`src/rtl/spsram_rd_pkg.sv`:
```
`default_nettype none
// ============================================================================
// Module      : spsram_rd_pkg
// Description : Shared types and constants for the SRAM stream reader.
//               FSM state encoding, buffer depth and occupancy type.
// Revision    : 1.0 - initial release
// ============================================================================
package spsram_rd_pkg;

    // Reader FSM states
    typedef enum logic [1:0] {
        IDLE  = 2'd0,   // waiting for a command, cmd_rdy_o high
        ISSUE = 2'd1,   // SRAM reads remaining
        DRAIN = 2'd2    // all reads issued, beats still pending
    } rd_state_t;

    // Depth of the output buffer; also the number of read credits
    localparam int SPSRAM_RD_BUF_N = 2;

    // Occupancy count, wide enough to hold 0..SPSRAM_RD_BUF_N
    typedef logic [$clog2(SPSRAM_RD_BUF_N + 1) - 1:0] rd_occ_t;

endpackage
`default_nettype wire

```
`src/rtl/spsram_rd_buf.sv`:
```
`default_nettype none
// ============================================================================
// Module      : spsram_rd_buf
// Description : 2-entry synchronous FIFO. The head entry lives in its own
//               register so the stream outputs come straight from a flop.
// Revision    : 1.0 - initial release
// Ports       : clk, rst        - clock, async active-high reset
//               push_i, din_i   - write strobe and data (tail)
//               pop_i           - remove head entry (ignored when empty)
//               dout_o, vld_o   - head data and non-empty flag
//               occ_o           - current occupancy 0..2
// ============================================================================
module spsram_rd_buf
    import spsram_rd_pkg::*;
#(
    parameter int W = 32
) (
    input  logic          clk,
    input  logic          rst,
    input  logic          push_i,
    input  logic [W-1:0]  din_i,
    input  logic          pop_i,
    output logic [W-1:0]  dout_o,
    output logic          vld_o,
    output rd_occ_t       occ_o
);

    logic [W-1:0] head_q;
    logic [W-1:0] tail_q;
    rd_occ_t      occ_q;
    logic         pop_d;

    // A pop on an empty buffer is meaningless; drop it here so the
    // shift logic never pulls stale tail data forward.
    assign pop_d = pop_i && (occ_q != '0);

    always_ff @(posedge clk or posedge rst) begin
        if (rst) begin
            head_q <= '0;
            tail_q <= '0;
            occ_q  <= '0;
        end else begin
            case ({push_i, pop_d})
                2'b10: begin
                    if (occ_q == '0) begin
                        head_q <= din_i;
                    end else begin
                        tail_q <= din_i;
                    end
                    occ_q <= occ_q + rd_occ_t'(1);
                end
                2'b01: begin
                    head_q <= tail_q;
                    occ_q  <= occ_q - rd_occ_t'(1);
                end
                2'b11: begin
                    // Occupancy is unchanged; the new word goes wherever
                    // the departing head leaves room.
                    if (occ_q == rd_occ_t'(1)) begin
                        head_q <= din_i;
                    end else begin
                        head_q <= tail_q;
                        tail_q <= din_i;
                    end
                end
                default: ;
            endcase
        end
    end

    assign dout_o = head_q;
    assign vld_o  = (occ_q != '0);
    assign occ_o  = occ_q;

endmodule
`default_nettype wire

```
`src/rtl/spsram_stream_rd.sv`:
```
`default_nettype none
// ============================================================================
// Module      : spsram_stream_rd
// Description : Accepts a (base, length) read command and streams that many
//               words from a single-port SRAM (1-cycle read latency) onto a
//               valid/ready stream. A 2-credit scheme bounds words in the
//               buffer plus reads in flight so back-pressure never loses data.
// Revision    : 1.0 - initial release
// Ports       : clk, rst                        - clock, async active-high reset
//               cmd_vld_i/cmd_base_i/cmd_len_i  - command request
//               cmd_rdy_o                       - high while idle
//               sram_en_o/sram_addr_o           - SRAM read port request
//               sram_rdata_i                    - SRAM data, 1 cycle after en
//               out_vld_o/out_dat_o/out_last_o  - output stream
//               out_rdy_i                       - consumer ready
//               busy_o                          - command in progress
// ============================================================================
module spsram_stream_rd
    import spsram_rd_pkg::*;
#(
    parameter int W = 32,
    parameter int N = 256,
    parameter int A = $clog2(N),
    parameter int L = A + 1
) (
    input  logic          clk,
    input  logic          rst,
    input  logic          cmd_vld_i,
    input  logic [A-1:0]  cmd_base_i,
    input  logic [L-1:0]  cmd_len_i,
    output logic          cmd_rdy_o,
    output logic          sram_en_o,
    output logic [A-1:0]  sram_addr_o,
    input  logic [W-1:0]  sram_rdata_i,
    output logic          out_vld_o,
    output logic [W-1:0]  out_dat_o,
    output logic          out_last_o,
    input  logic          out_rdy_i,
    output logic          busy_o
);

    localparam logic [A-1:0] c_ADDR_LAST = A'(N - 1);
    localparam logic [L-1:0] c_DEPTH     = L'(N);
    localparam logic [L-1:0] c_ONE       = L'(1);
    localparam logic [2:0]   c_CREDITS   = 3'(SPSRAM_RD_BUF_N);

    rd_state_t     state_q;
    logic [A-1:0]  ptr_q;       // next address to read
    logic [A-1:0]  addr_q;      // last address presented to the SRAM
    logic [L-1:0]  iss_cnt_q;   // reads still to issue
    logic [L-1:0]  dlv_cnt_q;   // beats still to deliver
    logic          pend_q;      // read issued last cycle, data arriving now

    logic [A-1:0]  ptr_d;
    rd_occ_t       buf_occ;
    logic          buf_vld;
    logic          pop_d;
    logic          issue_d;
    logic          cmd_hs_d;
    logic [2:0]    committed_d;

    assign pop_d    = buf_vld && out_rdy_i;
    assign cmd_hs_d = cmd_vld_i && (state_q == IDLE);

    // Words that will occupy the buffer next cycle without a new read.
    // A pop never exceeds occupancy, so this cannot underflow.
    assign committed_d = 3'(buf_occ) + {2'b00, pend_q} - {2'b00, pop_d};
    assign issue_d     = (state_q == ISSUE) && (committed_d < c_CREDITS);

    // Explicit wrap so non-power-of-two depths never address past N-1
    assign ptr_d = (ptr_q == c_ADDR_LAST) ? '0 : ptr_q + A'(1);

    always_ff @(posedge clk or posedge rst) begin
        if (rst) begin
            state_q   <= IDLE;
            ptr_q     <= '0;
            addr_q    <= '0;
            iss_cnt_q <= '0;
            dlv_cnt_q <= '0;
            pend_q    <= 1'b0;
        end else begin
            pend_q <= issue_d;

            if (issue_d) begin
                addr_q    <= ptr_q;
                ptr_q     <= ptr_d;
                iss_cnt_q <= iss_cnt_q - c_ONE;
            end

            if (pop_d) begin
                dlv_cnt_q <= dlv_cnt_q - c_ONE;
            end

            case (state_q)
                IDLE: begin
                    // Zero-length commands are consumed without leaving IDLE
                    if (cmd_hs_d && (cmd_len_i != '0)) begin
                        state_q   <= ISSUE;
                        ptr_q     <= cmd_base_i;
                        iss_cnt_q <= cmd_len_i;
                        dlv_cnt_q <= cmd_len_i;
                    end
                end
                ISSUE: begin
                    if (issue_d && (iss_cnt_q == c_ONE)) begin
                        state_q <= DRAIN;
                    end
                end
                DRAIN: begin
                    if (pop_d && out_last_o) begin
                        state_q <= IDLE;
                    end
                end
                default: state_q <= IDLE;
            endcase
        end
    end

    spsram_rd_buf #(
        .W(W)
    ) u_buf (
        .clk    (clk),
        .rst    (rst),
        .push_i (pend_q),
        .din_i  (sram_rdata_i),
        .pop_i  (pop_d),
        .dout_o (out_dat_o),
        .vld_o  (buf_vld),
        .occ_o  (buf_occ)
    );

    assign cmd_rdy_o   = (state_q == IDLE);
    assign busy_o      = (state_q != IDLE);
    assign sram_en_o   = issue_d;
    // Address holds its previous value whenever no read is issued
    assign sram_addr_o = issue_d ? ptr_q : addr_q;
    assign out_vld_o   = buf_vld;
    assign out_last_o  = buf_vld && (dlv_cnt_q == c_ONE);

    a_base_legal : assert property (@(posedge clk) disable iff (rst)
        cmd_hs_d |-> ({1'b0, cmd_base_i} < c_DEPTH));

    a_len_legal : assert property (@(posedge clk) disable iff (rst)
        cmd_hs_d |-> (cmd_len_i <= c_DEPTH));

    a_credit : assert property (@(posedge clk) disable iff (rst)
        (3'(buf_occ) + {2'b00, pend_q}) <= c_CREDITS);

endmodule
`default_nettype wire
```
`config.mk`:
```
export PLATFORM = sky130hd
export DESIGN_NAME = spsram_stream_rd
export DESIGN_NICKNAME = d
export VERILOG_FILES = /design/src/rtl/spsram_rd_pkg.sv /design/src/rtl/spsram_rd_buf.sv /design/src/rtl/spsram_stream_rd.sv
export SDC_FILE = /design/constraint.sdc
export NUM_CORES = 1
export LEC_CHECK = 0
export ABC_AREA = 1
export BUFFER_PORTS_ARGS = -buffer_cell sky130_fd_sc_hd__clkbuf_2
export CAP_MARGIN = 20
export CORE_MARGIN = 4
export CORE_UTILIZATION = 45
export DETAILED_ROUTE_END_ITERATION = 12
export GPL_ROUTABILITY_DRIVEN = 0
export HOLD_SLACK_MARGIN = 0.05
export PLACE_DENSITY = 0.78
export SLEW_MARGIN = 20
export SYNTH_ARGS = -nofsm -noshare
export SYNTH_HDL_FRONTEND = slang
export SYNTH_SLANG_ARGS = --single-unit
```
`constraint.sdc`:
```
create_clock -name clk -period 6.3 [get_ports clk]
set_input_delay 0 -clock clk [delete_from_list [all_inputs] [get_ports clk]]
set_output_delay 0 -clock clk [all_outputs]
set_load 0.01 [all_outputs]
```
==> Word level (Yosys, flattened, before mapping) <==
Index checks and enable logic that the tools add are counted.
W data, S select, Z words.
{ "op_classes": {"addsub": 7, "mul": 0, "div_mod_pow": 0, "magnitude_cmp": 1, "n_eq_ne": 15, "n_shift": 0, "muxes": 22, "bitwise_logic": 0, "n_reduce_logical": 19} }
{ "ops": {"columns": ["operator", "count"], "rows": [
  ["$mux W32", 4],
  ["$pmux W32 S3", 1],
  ["$pmux W32 S2", 1],
  ["$mux W9", 6],
  ["$mux W8", 5],
  ["$eq A9 B1 Y1 const B", 2],
  ["$sub A9 B1 Y9 const B", 2],
  ["$reduce_bool A9 Y1", 1],
  ["$add A8 B1 Y8 const B", 1],
  ["$eq A8 B8 Y1 const B", 1],
  ["$logic_and A1 B1 Y1", 8],
  ["$reduce_bool A2 Y1", 4],
  ["$eq A2 B1 Y1 const B", 3],
  ["$eq A2 B2 Y1 const B", 3],
  ["$mux W2", 3],
  ["$ne A2 B1 Y1 const B", 3],
  ["$ne A2 B2 Y1 const B", 3],
  ["$pmux W2 S3", 1],
  ["$reduce_and A3 Y1", 2],
  ["$logic_not A2 Y1", 2],
  ["$pmux W2 S2", 1],
  ["$add A2 B1 Y3", 1],
  ["$lt A3 B2 Y1 const B", 1],
  ["$reduce_bool A3 Y1", 1],
  ["other kinds (4)", 4]
]} }
{ "totals": {"ff_bits": 103, "latch_bits": 0, "mem_bits_rw": 0, "romBits": 0, "output_inout_bits": 45, "n_memories": 0} }

==> Depth between registers and ports, before layout <==
{ "depth": {"word_depth": 8, "mapped_depth": 17, "ltp_nobuf": 17} }

==> By module <==
A second synthesis with hierarchy kept.
{ "unflattened": {"hier_cells": 726, "hier_area_um2": 5376.4} }
{ "modules_own_cells": {"columns": ["mod", "instances", "cells_per_inst", "area_per_inst_um2", "seq_area_each_um2"], "rows": [
  ["spsram_rd_buf", 1, 410, 3153.0, 1651.6],
  ["spsram_stream_rd", 1, 316, 2223.4, 925.9]
]} }

==> Worst setup path before layout <==
No wires, ideal clock.
{ "synth_path": {"kind": "reg2reg", "from": "reg u_buf.occ_q[1] (netlist: u_buf.occ_o[1])", "to": "reg addr_q[3]", "setup_ps": 118, "t_arrival_ps": 2428, "required_ps": 6182, "path_slack_ps": 3754, "path_stages_with_launch": 14, "path_buffers": 2, "period_less_slack_ps": 2546, "cell_sequence": "dfrtp_1 > inv_2 > ha_1 > nor2_2 > buf_4 > nor2_1 > o21ai_0 > fa_1 > nand3_2 > clkinv_2 > nand2_4 > buf_2 > nand2_1 > o21ai_1"} }
{ "synth_between": {"elab_chain_len": 6, "elab_cells_between_ends": 7, "classes_between": "2 x add/sub; 1 x order compare; 1 x mux; 3 x reduce/logical"} }
{ "synth_rtl": {"columns": ["element", "line", "rtl"], "rows": [
  ["start: declaration", "spsram_rd_buf.sv:30", "rd_occ_t occ_q;"],
  ["start signal: assignment", "spsram_rd_buf.sv:50", "occ_q <= occ_q + rd_occ_t'(1);"],
  ["start signal: assignment", "spsram_rd_buf.sv:54", "occ_q <= occ_q - rd_occ_t'(1);"],
  ["parallel branches: the longest is 2 deep, another holds $add A2 B1 Y3", null, null],
  ["$sub A3 B1 Y3 *", "spsram_stream_rd.sv:67", "assign committed_d = 3'(buf_occ) + {2'b00, pend_q} - {2'b00, pop_d};"],
  ["$lt A3 B2 Y1 *", "spsram_stream_rd.sv:68", "assign issue_d = (state_q == ISSUE) && (committed_d < c_CREDITS);"],
  ["$logic_and A1 B1 Y1 *", "spsram_stream_rd.sv:68", null],
  ["$mux W8 *", null, null],
  ["via sram_addr_o[3]", "spsram_stream_rd.sv:33", "output logic [A-1:0] sram_addr_o,"],
  ["end signal: assignment", "spsram_stream_rd.sv:85", "addr_q <= ptr_q;"],
  ["end: declaration", "spsram_stream_rd.sv:49", "logic [A-1:0] addr_q;"]
]} }
Mark *: on every way through the listed nets, which the timed path passes.
A chain may end at the register's enable or synchronous reset.

==> Final worst setup path <==
{ "layout_path": {"from": "reg u_buf.occ_q[1] (netlist: u_buf.occ_o[1])", "to": "out sram_addr_o[3]"} }
{ "layout_between": {"elab_chain_len": 6, "elab_cells_between_ends": 7, "classes_between": "2 x add/sub; 1 x order compare; 1 x mux; 3 x reduce/logical"} }
{ "layout_rtl": {"columns": ["element", "line"], "rows": [
  ["parallel branches: the longest is 2 deep, another holds $add A2 B1 Y3", null],
  ["$sub A3 B1 Y3 *", "spsram_stream_rd.sv:67"],
  ["$lt A3 B2 Y1 *", "spsram_stream_rd.sv:68"],
  ["$logic_and A1 B1 Y1 *", "spsram_stream_rd.sv:68"],
  ["$mux W8 *", null],
  ["end: declaration", "spsram_stream_rd.sv:33"]
]} }
Every way passes the cells marked *.

==> out/metrics.yaml <==
power.leakage_nw: 3.530
slew_violations: 0
worst-path-buf-inv: 4
drt-vias-per-instance: 4.868
cp.arrival_ps: 3740
drive_above_1_share_pct: 16.56
cts_tree: "yes"
period_share_pct: 59.30
utilization_pct: 57.36
dieHeight_um: 115.9
hold_path.class: "in -> reg"
crit_family: "simple AND/OR/NAND/NOR gates"
crit_chain: "inv_2 -> ha_1 -> nor2_2 -> inv_2 -> nor2_1 -> o21ai_0 -> fa_1 -> nand3_2 -> clkinv_2 -> nand2_4 -> nand2_1 -> o21ai_1 -> clkbuf_2"
cp_slowest_cell: "fa_1"
gr-total-overflow: 0
rows: 39
clock.fmax_ghz: 0.2677
grt_max_degree: 65
ys_warn_count: 0
io_buffers: 97
finalClockSkew_ps: 6.364
tightest_slew_ps: 937.8
post_cts_buffers: 0
finalCriticalPeriod_ps: 3736
rsz0062_at_grt: "no"
dr_total_vias: 4634
ff_latch_area_sq_mm: 0.002577
cts.sinks: 103
hold_buffers: 50
grt_pass1_vias: 4449
grt_antenna_before_repair: 0
nFillCells: 1043
wl_per_cell_um: 13.20
htree_levels: 3
synthesis.nets: 735
max_stage_delay_ps: 460
ios: 98
synth_cell_type_count: 35
vdd_ir_drop_max_mv: 0.2299
hold_path_depth: 6
die_w_um: 115.9
syn_area_sq_mm: 0.005241
reg2reg_depth: 16
path_max_fanout: 36
setup_viol_count_final: 0
hpwl_um: 7921
final_hold_viol_count: 0
critical_path.most_common_cell: "inv_2"
start_util_pct: 45.90
synth_edf_count: 0
crit_required_ps: 6300
multi_input_area_sq_mm: 0.002123
hold_ws_ps: 128.3
endpoint_kind: "primary output"
clock_latency_ps: 340
cts_resized: 0
drt_pre_antenna_iters: 4
syn_area_per_cell_sq_um: 7.811
cp.depth: 13
cts.clk_slew.worst_paths_ps: 70
route.detailed.drc: 0
core_area_sq_mm: 0.01142
critical_path_class: "reg -> out"
yosysSeqAreaShare_pct: 49.18
first_iter_violations: 328
routed_wl_um: 12570
grt_use_total_pct: 19.94
netlist_instances: 671
nets: 868
ant_nets: 0
num_antenna_cells: 0
power.density_mw_per_mm2: 498.9
slew_headroom_pct: 37.44
drv_cap: 0
outcome: "finished, final reports clean"
setup_tns_ps: 0
start_kind: "flip-flop"
synthToLayoutAreaGrowth_pct: 24.97
async_flop_share_pct: 100.0
synth-main-ff-cell: "dfrtp_1"
cts_max_path_buffers: 2
cts-root-buf: "clkbuf_16"
ys_ff_latch: 103
die_area_sq_mm: 0.01344
grt_pass1_wl_um: 21470
cts_buffers: 9
-- kinds of logic (layout without fill, tap and decap cells) --
group / count (synthesis) / after routing / synth area share [%]
compound gates: 97 / 97 / 10.55
xor+xnor: 9 / 9 / 1.504
fa+ha+maj: 11 / 11 / 2.769
buf+inv: 133 / 271 / 10.60
flops: 103 / 103 / 49.18
simple gates: 318 / 318 / 25.40
-- cell type report --
class | instances | share of cell area (%)
Sequential cell | 103 | 39.35
Multi-Input combinational cell | 435 | 32.42
Timing Repair Buffer | 151 | 15.51
Inverter | 104 | 6.017
Clock buffer | 13 | 3.668
Tap cell | 143 | 2.732
Clock inverter | 3 | 0.3056
-- layer usage --
metal	track usage, %	vias up	share of wire, %
li1	-	2370	-
met1	27.19	2133	45
met2	31.84	104	48
met3	3.708	27	4.2
met4	7.502	0	2.9
met5	0	-	0
-- cell usage after synthesis, drive strengths merged (2+ instances only) --
| cell | count | area, sq um |
|---|---|---|
| o211ai | 2 | 20.02 |
| ha | 10 | 125.1 |
| nand3 | 54 | 275.3 |
| o21bai | 2 | 18.77 |
| a21oi | 3 | 18.77 |
| o21ai | 56 | 280.3 |
| nand4 | 3 | 18.77 |
| xnor2 | 2 | 17.52 |
| o21a | 2 | 15.01 |
| nor2 | 35 | 163.9 |
| inv | 102 | 382.9 |
| dfrtp | 103 | 2577 |
| nand2 | 223 | 847.1 |
| clkbuf | 6 | 22.52 |
| clkinv | 2 | 8.750 |
| xor2 | 7 | 61.31 |
| o22ai | 32 | 200.2 |
| buf | 23 | 141.4 |
-- sequential cells by signal (all words and copies together), names as in the netlist --
signal,count
state_q,2
addr_q,8
u_buf.tail_q,32
ptr_q,8
u_buf.occ_o,2
pend_q,1
u_buf.dout_o,32
iss_cnt_q,9
dlv_cnt_q,9
-- worst min-delay path: stages --
cell,delay (ps)
clkbuf_2,80
inv_1,60
nor2_2,100
nand2_1,100
nand2_1,50
nand2_1,50
-- worst paths after layout --
kind | start | endpoint | slack (ps)
max | u_buf.occ_o[1]$_DFFE_PP0P_ | sram_addr_o[3] | 2560
min | out_rdy_i | state_q[1]$_DFFE_PP0P_ | 130
max reg2reg | u_buf.occ_o[1]$_DFFE_PP0P_ | iss_cnt_q[5]$_DFF_PP0_ | 2790
min reg2reg | addr_q[4]$_DFF_PP0_ | addr_q[4]$_DFF_PP0_ | 480
max in group asynchronous | rst | u_buf.dout_o[12]$_DFFE_PP0P_ | 4910
min in group asynchronous | rst | u_buf.tail_q[7]$_DFFE_PP0P_ | 320
-- where the power goes --
| part | leakage [nW] | switching [W] | internal [W] | total [W] |
|---|---|---|---|---|
| sequential | 1.28 | 0.000204 | 0.000984 | 0.00119 |
| combinational | 2.13 | 0.00100 | 0.000574 | 0.00158 |
| clock | 0.120 | 0.000236 | 0.000268 | 0.000504 |
-- layout by cell type, fill, tap and decap left out, drive strengths merged --
cell / n
clkbuf: 110
inv: 102
o21bai: 2
dfrtp: 103
nand3: 54
nand3b: 1
nand4: 3
dlygate4sd3: 50
nor2: 35
fa: 1
o211ai: 2
nand2: 223
ha: 10
o21a: 2
nor4: 1
o22ai: 32
and2: 1
clkinvlp: 2
xor2: 7
buf: 4
o21ai: 56
xnor2: 2
clkinv: 3
a21oi: 3
-- stage by stage --
step	area [sq um]	worst slack (ps)	power, W	std cells
floorplan	5241	3596	0.002344	671
global placement	5787	2945	0.002706	886
detailed placement	5787	2806	0.002748	886
CTS	6548	2550	0.003286	952
global route	6550	2241	0.003582	952
finish	6550	2564	0.003268	952
Power figures use the tool's default switching activity.
